==> config.mk <==
export PLATFORM = sky130hd
export DESIGN_NAME = seg_scan_display
export DESIGN_NICKNAME = d
export VERILOG_FILES = /design/src/rtl/seg_scan_display.sv
export SDC_FILE = /design/constraint.sdc
export NUM_CORES = 1
export LEC_CHECK = 0
export BUFFER_PORTS_ARGS = -buffer_cell sky130_fd_sc_hd__buf_2
export CAP_MARGIN = 20
export CORE_AREA = 3 3 109 153
export DETAILED_ROUTE_END_ITERATION = 12
export DIE_AREA = 0 0 112 156
export HOLD_SLACK_MARGIN = 0.02
export PLACE_DENSITY = 0.73
export RECOVER_POWER = 100
export SETUP_SLACK_MARGIN = 0.05
export SLEW_MARGIN = 30
export SYNTH_ARGS = -nofsm -noshare
export SYNTH_HDL_FRONTEND = slang
export SYNTH_SLANG_ARGS = --single-unit
export TNS_END_PERCENT = 10
==> constraint.sdc <==
create_clock -name clk -period 6.12 [get_ports clk]
set_input_delay 0.612 -clock clk [delete_from_list [all_inputs] [get_ports clk]]
set_output_delay 0.612 -clock clk [all_outputs]
set_load 0.02 [all_outputs]
==> src/rtl/seg_scan_display.sv <==
// Eight-digit multiplexed 7-segment driver fed by KCPSM6 port writes, with a shadow/active digit bank.
// Define SEG_SCAN_HEX_DECODE_EN to decode digit bytes as {DP, hex}; otherwise bytes are raw active-low segments.
module seg_scan_display #(
    parameter logic [7:0] BASE_PORT    = 8'h10,
    parameter logic [7:0] MASK_PORT    = 8'h18,
    parameter logic [7:0] COMMIT_PORT  = 8'h19,
    parameter int         REFRESH_DIV  = 100000,
    parameter int         BLANK_CYCLES = 2000
) (
    input  logic       clk,
    input  logic       reset_n,
    input  logic [7:0] port_id,
    input  logic [7:0] out_port,
    input  logic       write_strobe,
    output logic [7:0] Seg,
    output logic [7:0] An,
    output logic       commit_pending
);

    localparam int PW = (REFRESH_DIV > 2) ? $clog2(REFRESH_DIV) : 1;
    localparam logic [PW-1:0] PRESC_LAST = PW'(REFRESH_DIV - 1);
    localparam logic [PW-1:0] BLANK_END  = PW'(BLANK_CYCLES);
`ifdef SEG_SCAN_HEX_DECODE_EN
    localparam logic [7:0] RESET_DIGIT = 8'h00;
`else
    localparam logic [7:0] RESET_DIGIT = 8'hFF;
`endif

    logic [PW-1:0] presc;
    logic [2:0]    idx;
    logic          pending;
    logic [7:0]    shadow [8];
    logic [7:0]    active [8];
    logic [7:0]    mask_sh;
    logic [7:0]    mask_act;

    logic [7:0] digit_offs;
    logic       presc_last;
    logic       frame_boundary;
    logic       shadow_wr;
    logic       mask_wr;
    logic       commit_wr;
    logic       commit_take;
    logic       blank;

    function automatic logic [7:0] digit_pattern(input logic [7:0] d);
`ifdef SEG_SCAN_HEX_DECODE_EN
        logic [6:0] segs;
        logic [2:0] unused_hi;
        unused_hi = d[6:4];
        case (d[3:0])
            4'h0: segs = 7'h40;
            4'h1: segs = 7'h79;
            4'h2: segs = 7'h24;
            4'h3: segs = 7'h30;
            4'h4: segs = 7'h19;
            4'h5: segs = 7'h12;
            4'h6: segs = 7'h02;
            4'h7: segs = 7'h78;
            4'h8: segs = 7'h00;
            4'h9: segs = 7'h10;
            4'hA: segs = 7'h08;
            4'hB: segs = 7'h03;
            4'hC: segs = 7'h46;
            4'hD: segs = 7'h21;
            4'hE: segs = 7'h06;
            default: segs = 7'h0E;
        endcase
        // DP is stored as 1 = lit but drives an active-low pin.
        return {~d[7], segs};
`else
        return d;
`endif
    endfunction

    // write_strobe qualifies port_id/out_port for exactly one cycle; there is no back-pressure.
    assign digit_offs     = port_id - BASE_PORT;
    assign shadow_wr      = write_strobe && (digit_offs < 8'd8);
    assign mask_wr        = write_strobe && (port_id == MASK_PORT);
    assign commit_wr      = write_strobe && (port_id == COMMIT_PORT);
    assign presc_last     = (presc == PRESC_LAST);
    assign frame_boundary = presc_last && (idx == 3'd7);
    assign commit_take    = frame_boundary && (pending || commit_wr);
    assign blank          = (presc < BLANK_END);
    assign commit_pending = pending;

    always_ff @(posedge clk or negedge reset_n) begin
        if (!reset_n) begin
            presc    <= '0;
            idx      <= 3'd0;
            pending  <= 1'b0;
            mask_sh  <= 8'h01;
            mask_act <= 8'h01;
            Seg      <= 8'hFF;
            An       <= 8'hFF;
            for (int i = 0; i < 8; i++) begin
                shadow[i] <= RESET_DIGIT;
                active[i] <= RESET_DIGIT;
            end
        end else begin
            presc <= presc_last ? '0 : presc + 1'b1;
            if (presc_last) begin
                idx <= idx + 3'd1;
            end

            // The active bank copies the pre-write shadow, so a same-cycle write stays shadow-only.
            if (commit_take) begin
                active   <= shadow;
                mask_act <= mask_sh;
                pending  <= 1'b0;
            end else if (commit_wr) begin
                pending <= 1'b1;
            end

            if (shadow_wr) begin
                shadow[digit_offs[2:0]] <= out_port;
            end
            if (mask_wr) begin
                mask_sh <= out_port;
            end

            if (blank) begin
                Seg <= 8'hFF;
                An  <= 8'hFF;
            end else begin
                Seg <= digit_pattern(active[idx]);
                An  <= mask_act[idx] ? ~(8'h01 << idx) : 8'hFF;
            end
        end
    end

endmodule

==> flow_summary.ini, run 1 <==
[grt]
grt_max_degree = 119
antenna_found_initial = 0
met1_usage_pct = 22.61
grt_pass1_vias = 4540
grt_overflow_total = 0
grt_use_total_pct = 17.94
grt-busiest-layer = met2
met2_usage_pct = 30.65
grt_use_met3_pct = 3.182
grt_pass1_wl_um = 24230

[floorplan]
die_h_um = 156
start_util_pct = 49.84
die_x_um = 112
core_sq_um = 15470
io_pins = 36
die-area_sq_um = 17470
rows = 54

[sta]
final_max_slew_viol_count = 36
fmax_mhz = 266.7
rsz0062_at_grt = no
setup_viol = 0
finalHoldViolCount = 0
tns_ps = 0
period_minus_slack_ps = 3750
fin_crit_sh_pct = 61.28
fin_skew_ps = 10.08
max_slew_margin_pct = -37.80
hold_ws_ps = 241.2
max_slew.worst_pin.slew_ps = 2067

[finish]
n_fill_cell = 1240
area_delta_synth_final_pct = 11.97
n_antenna_cell = 0
fin_nets = 559
drive_gt1_share_pct = 65.50

[critical_path]
start_kind = flip-flop
crit_family = buffers and inverters
crit_path_frequent_cell = and4_1
r2r_start = presc[0]
path_cells = ha_1, and4_1, and4_1, o211ai_4, clkbuf_1, buf_12, mux2_2
slowest_delay_ps = 1500
cp.required_ps = 6420
critPathSlowestCell = clkbuf_1
r2r_setup_slack_ps = 2370
path_class = flip-flop to flip-flop
end_kind = flip-flop
crit_buf_inv = 2
worst-endpoint-arrival_ps = 4050
crit_start = presc[0]
critPathMaxFanout = 37

[clocking]
htreeDepth = 4
cts_hold_buf = 0
clk_pin_slew_ps = 70
post_cts_buffers = 0
clock-sinks = 181
clock_path_buffers = 2
clk_latency_ps = 420
cts_tree = done
post_cts_resized = 0
cts-root-buf = clkbuf_16
cts_buffers = 17

[route]
avgViaCountPerCell = 5.560
num_vias = 4120
avgRoutedWirePerCell_um = 20.02
firstDrtPassIters = 4
drc = 0
ant_nets = 0
drt_iter0_drc = 206
wirelength_um = 14840

[synth]
avgSynthCellArea_sq_um = 15.52
synth-edff-count = 0
yosysWarningCount = 0
ys_types = 45
synth_seq_cells = 181
seq_area_frac_synth_pct = 61.11
synth_ff_type = dfstp_2
syn_inst = 497
synth_area_sq_um = 7711
syn-num-nets = 523
synthArstFlopShare_pct = 100.0

[run]
max_cap_viol_count = 1

[power_and_ir_drop]
total_leakage_power_uw = 0.003583
power_density_nw_per_um2 = 286.0
max-vdd-ir-drop_mv = 0.2173

[place]
dp_hpwl_um = 9160
io_buffer_count = 35
place.gp.congestion = 0.7716

[outcome]
outcome = finished with violations
violations = max-capacitance violations, max-slew violations

[worst_hold_path]
worst_hold_path_type = input pin to async pin
==> synthesized netlist by cell type (all sizes together), types with 2 or more instances <==
cell / count / area share [%]
nor2: 14 / 0.78
nand3: 13 / 0.91
dfrtp: 35 / 11
nand4: 8 / 0.73
nor3: 2 / 0.19
clkbuf: 10 / 0.49
dfstp: 146 / 50
mux4: 18 / 5.3
and4: 2 / 0.23
mux2: 144 / 21
nand4b: 2 / 0.39
xor2: 9 / 1.0
and2: 3 / 0.24
o21ai: 2 / 0.13
and4b: 2 / 0.26
nand2: 34 / 1.7
buf: 13 / 0.99
ha: 7 / 1.1
and3: 3 / 0.24
inv: 6 / 0.29
xnor2: 5 / 0.57
nor2b: 2 / 0.16
o311ai: 2 / 0.23
==> sequential cells by signal, indices dropped and copies added, names as in the netlist <==
name,count
active,64
shadow,64
presc,17
An,8
Seg,8
mask_act,8
mask_sh,8
idx,3
commit_pending,1
==> cell usage in the layout, fill, tap and decap left out, drive strengths merged, types with 3 or more instances in the layout <==
master,n
and2,3
and3,3
buf,21
bufinv,4
clkbuf,37
dfrtp,35
dfstp,146
ha,7
inv,11
mux2,144
mux4,18
nand2,34
nand3,13
nand4,8
nor2,14
xnor2,5
xor2,9
==> cells by family after synthesis <==
group                      count (synthesis)  synth area share, %
xor gates and xnor gates                  14                1.590
AOI/OAI and AO/OA                         10                1.039
buffers and inverters                     29                1.769
muxes                                    163                26.42
DFF                                      181                61.11
and+or+nand+nor                           93                6.945
adders and majority gates                  7                1.136
==> metal layers <==
metal / vias to the layer above / part of all wire (%)
met3: 27 / 3.1
met5: - / 0
met1: 2169 / 43
met4: 0 / 2.7
met2: 71 / 52
li1: 1853 / -
==> final timing paths <==
| check | end | cells after the start |
|---|---|---|
| setup / recovery | mask_act[2] | 7 |
| hold / removal | presc[6] | 1 |
| setup reg to reg | mask_act[2] | 7 |
| hold reg to reg | presc[0] | 1 |
| max in group asynchronous | mask_sh[2] | 2 |
| min in group clk | presc[0] | 1 |
==> through the flow <==
stage / area (sq um) / std cells / worst slack [ps] / total power, uW / utilization, %
after floorplan: 7711 / 497 / 3763 / 1293 / -
after global placement: 8063 / 709 / 3298 / 1331 / 52.11
after detailed placement: 8064 / 709 / 3253 / 1338 / 52.12
after CTS: 8690 / 740 / 3357 / 2500 / 56.16
after global routing: 8635 / 741 / 2087 / 2558 / 55.81
final: 8635 / 741 / 2370 / 2470 / 55.81
==> layout make-up <==
type                    count  area [sq um]  area share (%)
repair buffers             40         206.4           2.391
flip-flops and latches    181          4713           54.59
clock buffers              18         429.2           4.970
well taps                 196         245.2           2.840
inverters                   6         22.52          0.2608
multi-input cells         287          2821           32.68
clock inverters            13         196.4           2.275
==> where the power goes <==
group / internal (uW) / total, uW / switching, uW
Combinational: 24.4 / 65.5 / 41.2
Sequential: 1240 / 1250 / 11.7
Clock: 690 / 1150 / 464
(Power assumes the default switching activity.)
==> inputs of run 2 (changes only) <==
==> constraint.sdc (replaced) <==
create_clock -name clk -period 3.7 [get_ports clk]
set_input_delay 0.37 -clock clk [delete_from_list [all_inputs] [get_ports clk]]
set_output_delay 0.37 -clock clk [all_outputs]
set_load 0.02 [all_outputs]
==> run 2 against run 1 <==
Compared with the run above:
- the flow still finishes with violations (max-capacitance violations, max-slew violations)
- first-iteration DRC count grew 57%
- register-to-register slack lost 1600 ps
- combinational power grew 65%
- critical endpoint is now active[9]
- largest power group unchanged
==> flow_summary.ini, run 2 (synthesized netlist as in run 1, its figures left out) <==
[outcome]
outcome = finished with violations
violations = max-capacitance violations, max-slew violations

[critical_path]
worst-endpoint-arrival_ps = 3290
path_class = flip-flop to flip-flop
critPathSlowestCell = and4_1
slowest_delay_ps = 570
end_kind = flip-flop
critPathMaxFanout = 32
path_cells = nor4_1, and4_1, o211ai_2, buf_4, mux2_2
crit_start = presc[13]
start_kind = flip-flop
cp.required_ps = 4040
r2r_start = presc[13]

[sta]
period_minus_slack_ps = 2943
final_max_slew_viol_count = 126
fin_crit_sh_pct = 79.53
finalHoldViolCount = 0
fin_skew_ps = 9.531
fmax_mhz = 339.8
rsz0062_at_grt = no
tns_ps = 0
setup_viol = 0
max_slew.worst_pin.slew_ps = 2513
max_slew_margin_pct = -67.50

[grt]
grt-busiest-layer = met2
grt_overflow_total = 0
antenna_found_initial = 0
met2_usage_pct = 30.45
grt_pass1_wl_um = 24290
grt_max_degree = 106
met1_usage_pct = 23.29
grt_pass1_vias = 4526
grt_use_total_pct = 17.78
grt_use_met3_pct = 3.492

[clocking]
clk_latency_ps = 420
clock-sinks = 181
cts_tree = done
post_cts_resized = 0
cts_hold_buf = 0
post_cts_buffers = 0
clock_path_buffers = 2
cts-root-buf = clkbuf_16
clk_pin_slew_ps = 70
htreeDepth = 4
cts_buffers = 17

[run]
max_cap_viol_count = 2

[power_and_ir_drop]
sw_frac_of_total_pct = 21.17
p_int_uw = 3161
power.switching_uw = 848.8
pwr-share-seq_pct = 51.6
pwr-share-clk_pct = 45.7
total_leakage_power_uw = 0.003590
power_density_nw_per_um2 = 466.2
max-vdd-ir-drop_mv = 0.3065
combinationalPowerShare_pct = 2.7

[route]
drc = 0
drt_iter0_drc = 323
firstDrtPassIters = 4
ant_nets = 0
num_vias = 4180
avgViaCountPerCell = 5.626
avgRoutedWirePerCell_um = 19.85
wirelength_um = 14750

[floorplan]
die_h_um = 156
die_x_um = 112
core_sq_um = 15470
start_util_pct = 49.84
io_pins = 36
die-area_sq_um = 17470
rows = 54

[worst_hold_path]
hp-start = out_port[2]
worst_hold_path_type = input pin to flip-flop

[finish]
area_delta_synth_final_pct = 11.55
final_common_cell = dfstp_2
n_antenna_cell = 0
post-route-cell-area_sq_um = 8602
fin_nets = 560
largestRegisters = active (64), shadow (64), presc (17)
mostFrequentLayoutCells = dfstp_2, mux2_2, dfrtp_1, nand2_1, clkbuf_1
drive_gt1_share_pct = 65.08

[place]
postPlaceCellArea_sq_um = 8090
dp_hpwl_um = 9035
io_buffer_count = 35
place.gp.congestion = 0.7849
[run 2: cell types whose count changed in the layout (fill, tap and decap cells not counted), sizes merged]
cell / delta
bufinv: -1
buf: +1
clkinv: +2
[run 2: power by group through the flow]
stage / sequential, uW / combinational [uW] / clock, uW
floorplan: 2090 / 45.9 / 0
global placement: 2100 / 109 / 0
detailed placement: 2100 / 115 / 0
CTS: 2070 / 116 / 1870
global route: 2070 / 122 / 1950
finish: 2070 / 108 / 1830
[run 2: stage by stage]
stage	power, uW	hold WS, ps	std cells	util, %	setup slack, ps
6_report	4010	324.8	743	55.60	757.4
5_1_grt	4148	336.1	743	55.60	545.8
4_1_cts	4055	95.88	743	56.18	999.3
3_5_place_dp	2213	444.5	711	52.29	1039
3_3_place_gp	2205	439.3	711	52.29	1066
2_1_floorplan	2138	74.41	497	-	1585
[run 2: path summary, 6_finish.rpt]
check	slack, ps	end	cells after the start
worst max-delay path	760	active[9]	5
min in group asynchronous	680	presc[5]	1
worst min-delay path	320	shadow[50]	2
worst min register to register	450	presc[0]	1
worst max register to register	760	active[9]	5
max in group asynchronous	1490	mask_sh[3]	1
[run 2: final cells by class]
type	instances	area (sq um)
Clock buffer	18	429.2
Sequential cell	181	4712
Inverter	6	22.52
Multi-Input combinational cell	287	2813
Fill cell	1246	6870
Timing Repair Buffer	41	207.7
Clock inverter	14	172.7
Tap cell	196	245.2
[run 2: worst max-delay path, delay by kind of cell, from the launching register on]
| family | cells | cell delay (ps) |
|---|---|---|
| AO/OA/AOI/OAI | 1 | 550 |
| buffers and inverters | 1 | 470 |
| flip-flops | 1 | 420 |
| multiplexers | 1 | 330 |
| AND/OR/NAND/NOR | 2 | 1080 |
[run 2: per-layer routing]
metal	vias up	wire [um]	part of all wire, %
li1	1848	-	-
met1	2226	6354	43
met2	92	7672	52
met3	14	532	3.6
met4	0	184	1.2
met5	-	0	0
